**src/rtl/rs_syndrome_calc_pkg.sv**
```systemverilog
// -----------------------------------------------------------------------------
// rs_syndrome_calc_pkg
// Shared constants and helpers for the RS(15,11) decoder over GF(16).
//   - Field: GF(16), primitive polynomial x^4 + x + 1, alpha = 4'b0010.
//   - N  : symbols per codeword (15).
//   - T2 : number of syndromes, 2t (4).
//   - gf_mul_alpha / gf_mul_alpha_pow : constant multipliers by alpha^j.
// -----------------------------------------------------------------------------
package rs_syndrome_calc_pkg;

    localparam int SYM_W = 4;
    localparam int N     = 15;
    localparam int T2    = 4;

    // Low bits of the primitive polynomial; x^4 reduces to x + 1.
    localparam logic [SYM_W-1:0] GF_POLY_TAIL = 4'b0011;

    typedef logic [SYM_W-1:0] sym_t;

    // Multiply by alpha: shift left and fold the overflowing x^4 term back.
    function automatic sym_t gf_mul_alpha(input sym_t x);
        sym_t r;
        r = {x[SYM_W-2:0], 1'b0} ^ (x[SYM_W-1] ? GF_POLY_TAIL : '0);
        return r;
    endfunction

    // Multiply by alpha^j as j chained alpha steps; j is always a constant,
    // so this unrolls into a small fixed XOR network.
    function automatic sym_t gf_mul_alpha_pow(input sym_t x, input int j);
        sym_t r;
        r = x;
        for (int k = 0; k < j; k++) begin
            r = gf_mul_alpha(r);
        end
        return r;
    endfunction

endpackage

```
**src/rtl/rs_syndrome_calc_gf16_horner_cell.sv**
```systemverilog
// -----------------------------------------------------------------------------
// gf16_horner_cell
// One syndrome accumulator S_j evaluated by Horner's rule at alpha^J.
// Ports:
//   CLK     : clock, rising edge
//   RESET   : asynchronous active-high reset, clears the accumulator
//   load    : this symbol is the first of a block (feedback ignored)
//   en      : a symbol is sampled this cycle
//   sym_in  : received symbol
//   acc_out : accumulator value after this cycle's update (combinational),
//             so the parent can capture a completed syndrome on the same edge
//             that samples the last symbol
// -----------------------------------------------------------------------------
module gf16_horner_cell
    import rs_syndrome_calc_pkg::*;
#(
    parameter int J = 1
) (
    input  logic             CLK,
    input  logic             RESET,
    input  logic             load,
    input  logic             en,
    input  logic [SYM_W-1:0] sym_in,
    output logic [SYM_W-1:0] acc_out
);

    logic [SYM_W-1:0] acc_reg;
    logic [SYM_W-1:0] acc_next;

    always_comb begin
        if (load) begin
            acc_next = sym_in;
        end else begin
            acc_next = gf_mul_alpha_pow(acc_reg, J) ^ sym_in;
        end
    end

    always_ff @(posedge CLK or posedge RESET) begin
        if (RESET) begin
            acc_reg <= '0;
        end else if (en) begin
            acc_reg <= acc_next;
        end
    end

    assign acc_out = acc_next;

endmodule

```
**src/rtl/rs_syndrome_calc.sv**
```systemverilog
// -----------------------------------------------------------------------------
// rs_syndrome_calc
// Syndrome stage of the RS(15,11) decoder. Accepts one 4-bit symbol per valid
// cycle (r14 first), accumulates S1..S4 and strobes them after the 15th symbol.
// Ports:
//   CLK       : clock, rising edge
//   RESET     : asynchronous active-high reset
//   SYNC      : synchronous block restart, discards any partial block
//   SYM_IN    : received symbol
//   SYM_VALID : SYM_IN is sampled this cycle
//   COUNT     : index of the next expected symbol in the block, 0..14
//   SYNDROME  : {S4,S3,S2,S1}, S1 in [3:0]; held until the next block completes
//   SYN_VALID : one-cycle strobe, SYNDROME newly updated
//   ERR_FLAG  : latched SYNDROME is nonzero
// -----------------------------------------------------------------------------
module rs_syndrome_calc
    import rs_syndrome_calc_pkg::*;
(
    input  logic                  CLK,
    input  logic                  RESET,
    input  logic                  SYNC,
    input  logic [SYM_W-1:0]      SYM_IN,
    input  logic                  SYM_VALID,
    output logic [3:0]            COUNT,
    output logic [T2*SYM_W-1:0]   SYNDROME,
    output logic                  SYN_VALID,
    output logic                  ERR_FLAG
);

    localparam logic [3:0] LAST_IDX = 4'(N - 1);

    logic [3:0]          count_reg;
    logic [3:0]          count_next;
    logic [T2*SYM_W-1:0] syndrome_reg;
    logic                syn_valid_reg;
    logic                err_flag_reg;

    logic                acc_load;
    logic                complete;
    logic [T2*SYM_W-1:0] syn_next;

    // A fresh block starts either at position 0 or on a SYNC restart.
    assign acc_load = SYNC || (count_reg == '0);

    // SYNC wins over completion: a restart never produces a syndrome.
    assign complete = SYM_VALID && !SYNC && (count_reg == LAST_IDX);

    generate
        for (genvar gi = 0; gi < T2; gi++) begin : g_cell
            gf16_horner_cell #(
                .J (gi + 1)
            ) u_cell (
                .CLK     (CLK),
                .RESET   (RESET),
                .load    (acc_load),
                .en      (SYM_VALID),
                .sym_in  (SYM_IN),
                .acc_out (syn_next[gi*SYM_W +: SYM_W])
            );
        end
    endgenerate

    always_comb begin
        count_next = count_reg;
        if (SYNC) begin
            count_next = SYM_VALID ? 4'd1 : 4'd0;
        end else if (SYM_VALID) begin
            count_next = (count_reg == LAST_IDX) ? 4'd0 : count_reg + 4'd1;
        end
    end

    always_ff @(posedge CLK or posedge RESET) begin
        if (RESET) begin
            count_reg     <= '0;
            syndrome_reg  <= '0;
            syn_valid_reg <= 1'b0;
            err_flag_reg  <= 1'b0;
        end else begin
            count_reg     <= count_next;
            syn_valid_reg <= complete;
            if (complete) begin
                // Capture the updated accumulators, which include r0.
                syndrome_reg <= syn_next;
                err_flag_reg <= |syn_next;
            end
        end
    end

    assign COUNT     = count_reg;
    assign SYNDROME  = syndrome_reg;
    assign SYN_VALID = syn_valid_reg;
    assign ERR_FLAG  = err_flag_reg;

endmodule

```
**config.mk**
```make
export PLATFORM = sky130hd
export DESIGN_NAME = rs_syndrome_calc
export DESIGN_NICKNAME = d
export VERILOG_FILES = /design/src/rtl/rs_syndrome_calc_pkg.sv /design/src/rtl/rs_syndrome_calc_gf16_horner_cell.sv /design/src/rtl/rs_syndrome_calc.sv
export SDC_FILE = /design/constraint.sdc
export NUM_CORES = 1
export LEC_CHECK = 0
export CAP_MARGIN = 10
export CORE_UTILIZATION = 39
export DETAILED_ROUTE_END_ITERATION = 10
export PLACE_DENSITY = 0.59
export SLEW_MARGIN = 20
export SYNTH_ARGS = -nofsm -noshare
export SYNTH_HDL_FRONTEND = slang
export SYNTH_SLANG_ARGS = --single-unit
export TNS_END_PERCENT = 100
```
**constraint.sdc**
```tcl
create_clock -name CLK -period 2.5 [get_ports CLK]
set_input_delay 0.375 -clock CLK [delete_from_list [all_inputs] [get_ports CLK]]
set_output_delay 0.375 -clock CLK [all_outputs]
set_load 0.1 [all_outputs]
```
==> out/qor.yml <==
hp-class: "primary input to async pin"
post-cts-setup-buffer-count: 0
clkLatencyLatePin_ns: 0.29
r2r_start: "COUNT[0]"
dr.pass1.iters: 4
cp.buffers_inverters: 1
critPathMaxStageDelay_ns: 0.43
hold_viol_final: 0
vias: 1997
clk_path_buf_depth: 2
tightest_slew_ns: 0.501
finalMaxSlewViolations: 0
maxCapViolations: 0
antenna_left: 0
die-area_um2: 6230
path_cells: "inv_1 -> ha_1 -> nor3b_4 -> or2_0 -> o21ai_0 -> a2111oi_2 -> a31oi_1"
cts.clk_slew.worst_paths_ns: 0.08
ys_ff_latch: 38
synthTopCellsByCount: "nor2_1, a21oi_1, dfrtp_1"
grt_max_degree: 39
worstPathArrival_ns: 2.38
antenna_found_initial: 0
yosys-top-cells-area: "dfrtp_1, a21oi_1, nor2_1"
worst_ep_required_time_ns: 2.67
setup_viol: 0
yosysMostFrequentCell: "nor2_1"
finalCritPeriodShare: 0.885
rsz0062_at_grt: "false"
cp_max_fo: 9
diodes: 0
leakagePower_uw: 0.00123
critPathTopFamily: "simple AND/OR/NAND/NOR gates"
drtIter0Drc: 121
slew_headroom: 0.666
track_usage: 0.195
grt_pass1_wl_mm: 9.27
portBuffers: 29
netlist.top_cell.by_area: "dfrtp_1"
num_rows: 27
io-pin-count: 30
worst_path_max_delay_cell: "dfrtp_2"
layout-drive-gt1-share: 0.168
yosys_warnings: 0
gp_congestion: 0.802
cp-start-kind: "register"
post-place-cells: 367
start_util: 0.412
async_flop_share: 1.00
post_cts_resized: 0
status: "completed"
critical_path_class: "register to register"
ys.flop_type: "dfrtp_1"
netlist_area_um2: 2310
fmax_mhz: 452
synthesis.nets: 285
setup-tns-final_ns: 0
die_h_um: 78.9
period_needed_ns: 2.21
nets: 313
r2r_end: "ERR_FLAG"
hpwl_mm: 3.81
routed_via_density: 5.33
ys_types: 41
cts_tree: "built"
cts-hold-fix-buffers: 0
drt_wl_total_mm: 5.47
powerDensity_nw_per_um2: 671
die_w_um: 78.9
root_buffer: "clkbuf_8"
grt_overflow: 0
grt_pass1_vias: 1881
yosysSeqAreaShare: 0.412
rr_worst_depth: 7
htreeDepth: 2
synth.avg_cell_area_um2: 8.43
synth_edf_count: 0
wire_per_inst_um: 14.6
power_uw: 1860
cts.sinks: 38
syn2layout_area_growth_pct: 20.3
core_um2: 5610
synthesis.instances: 274
finClkSkew_ns: 0.00595
post_layout_nonfiller_instances: 375
cts-buffers-inserted: 5
vdd_drop_max_uv: 326
r2r_slack_ns: 0.29
synth.top_cell.area_share: 0.412
route.detailed.drc: 0
critPathCaptureType: "register"
[tightest hold or removal path: stages]
cell	delay, ns
clkdlybuf4s50_1	0.40
inv_1	0.05
buf_4	0.42
[logic make-up (layout without fill, tap and decap cells)]
family | Yosys count | after routing | synth area share
mux | 2 | 2 | 0.00867
simple gates | 91 | 91 | 0.183
compound gates | 76 | 76 | 0.197
xor+xnor | 30 | 30 | 0.126
fa+ha+maj | 3 | 3 | 0.0163
buf+inv | 34 | 63 | 0.0580
flops | 38 | 38 | 0.412
[cell usage in the layout (no fill, tap or decap), types with 3 or more instances in the layout]
master,instances
dfrtp_1,36
inv_1,10
nand2_1,20
nor3_1,7
a21oi_1,40
o21ai_0,12
clkbuf_8,6
clkdlybuf4s50_1,7
a31oi_1,7
buf_4,37
ha_1,3
o22ai_1,3
and3_1,3
xor2_1,10
nand3_1,5
xnor2_1,18
nor2_1,42
[power breakdown]
part	switching (µW)	leakage, µW	internal, µW
Clock	223	0.0000585	325
Sequential	115	0.000483	669
Combinational	289	0.000686	242
Total	628	0.00123	1240
[routing by layer]
layer / track usage / routed length, µm
met1: 0.283 / 2680
met2: 0.283 / 2420
met3: 0.0402 / 289
met4: 0.0709 / 82
met5: 0 / 0
[area by class of cell]
cell class / instances / area, µm²
Tap cell: 72 / 90.1
Fill cell: 561 / 2830
Clock inverter: 1 / 30.0
Timing Repair Buffer: 44 / 348
Inverter: 11 / 41.3
Sequential cell: 38 / 953
Multi-Input combinational cell: 202 / 1230
Clock buffer: 7 / 86.3
[stage by stage]
step / worst slack (ns) / utilization / instance area [µm²] / hold WS, ns
after floorplan: 0.00930 / - / 2310 / 0.510
after global placement: 0.363 / 0.475 / 2660 / 0.513
after detailed placement: 0.313 / 0.475 / 2660 / 0.517
after CTS: 0.274 / 0.495 / 2780 / 0.519
after global routing: 0.126 / 0.495 / 2780 / 0.566
final: 0.286 / 0.495 / 2780 / 0.500
[worst max-delay path by stage]
stage	from	to	slack, ns	depth (start not counted)
global route	COUNT[0]	ERR_FLAG	0.13	7
CTS	COUNT[0]	ERR_FLAG	0.27	7
global placement	COUNT[0]	g_cell[3].u_cell.acc_reg[2]	0.36	8
detailed placement	COUNT[0]	ERR_FLAG	0.31	7
finish	COUNT[0]	ERR_FLAG	0.29	7
floorplan	COUNT[0]	ERR_FLAG	0.009	8
No activity file was read; power rests on OpenSTA's default activity.
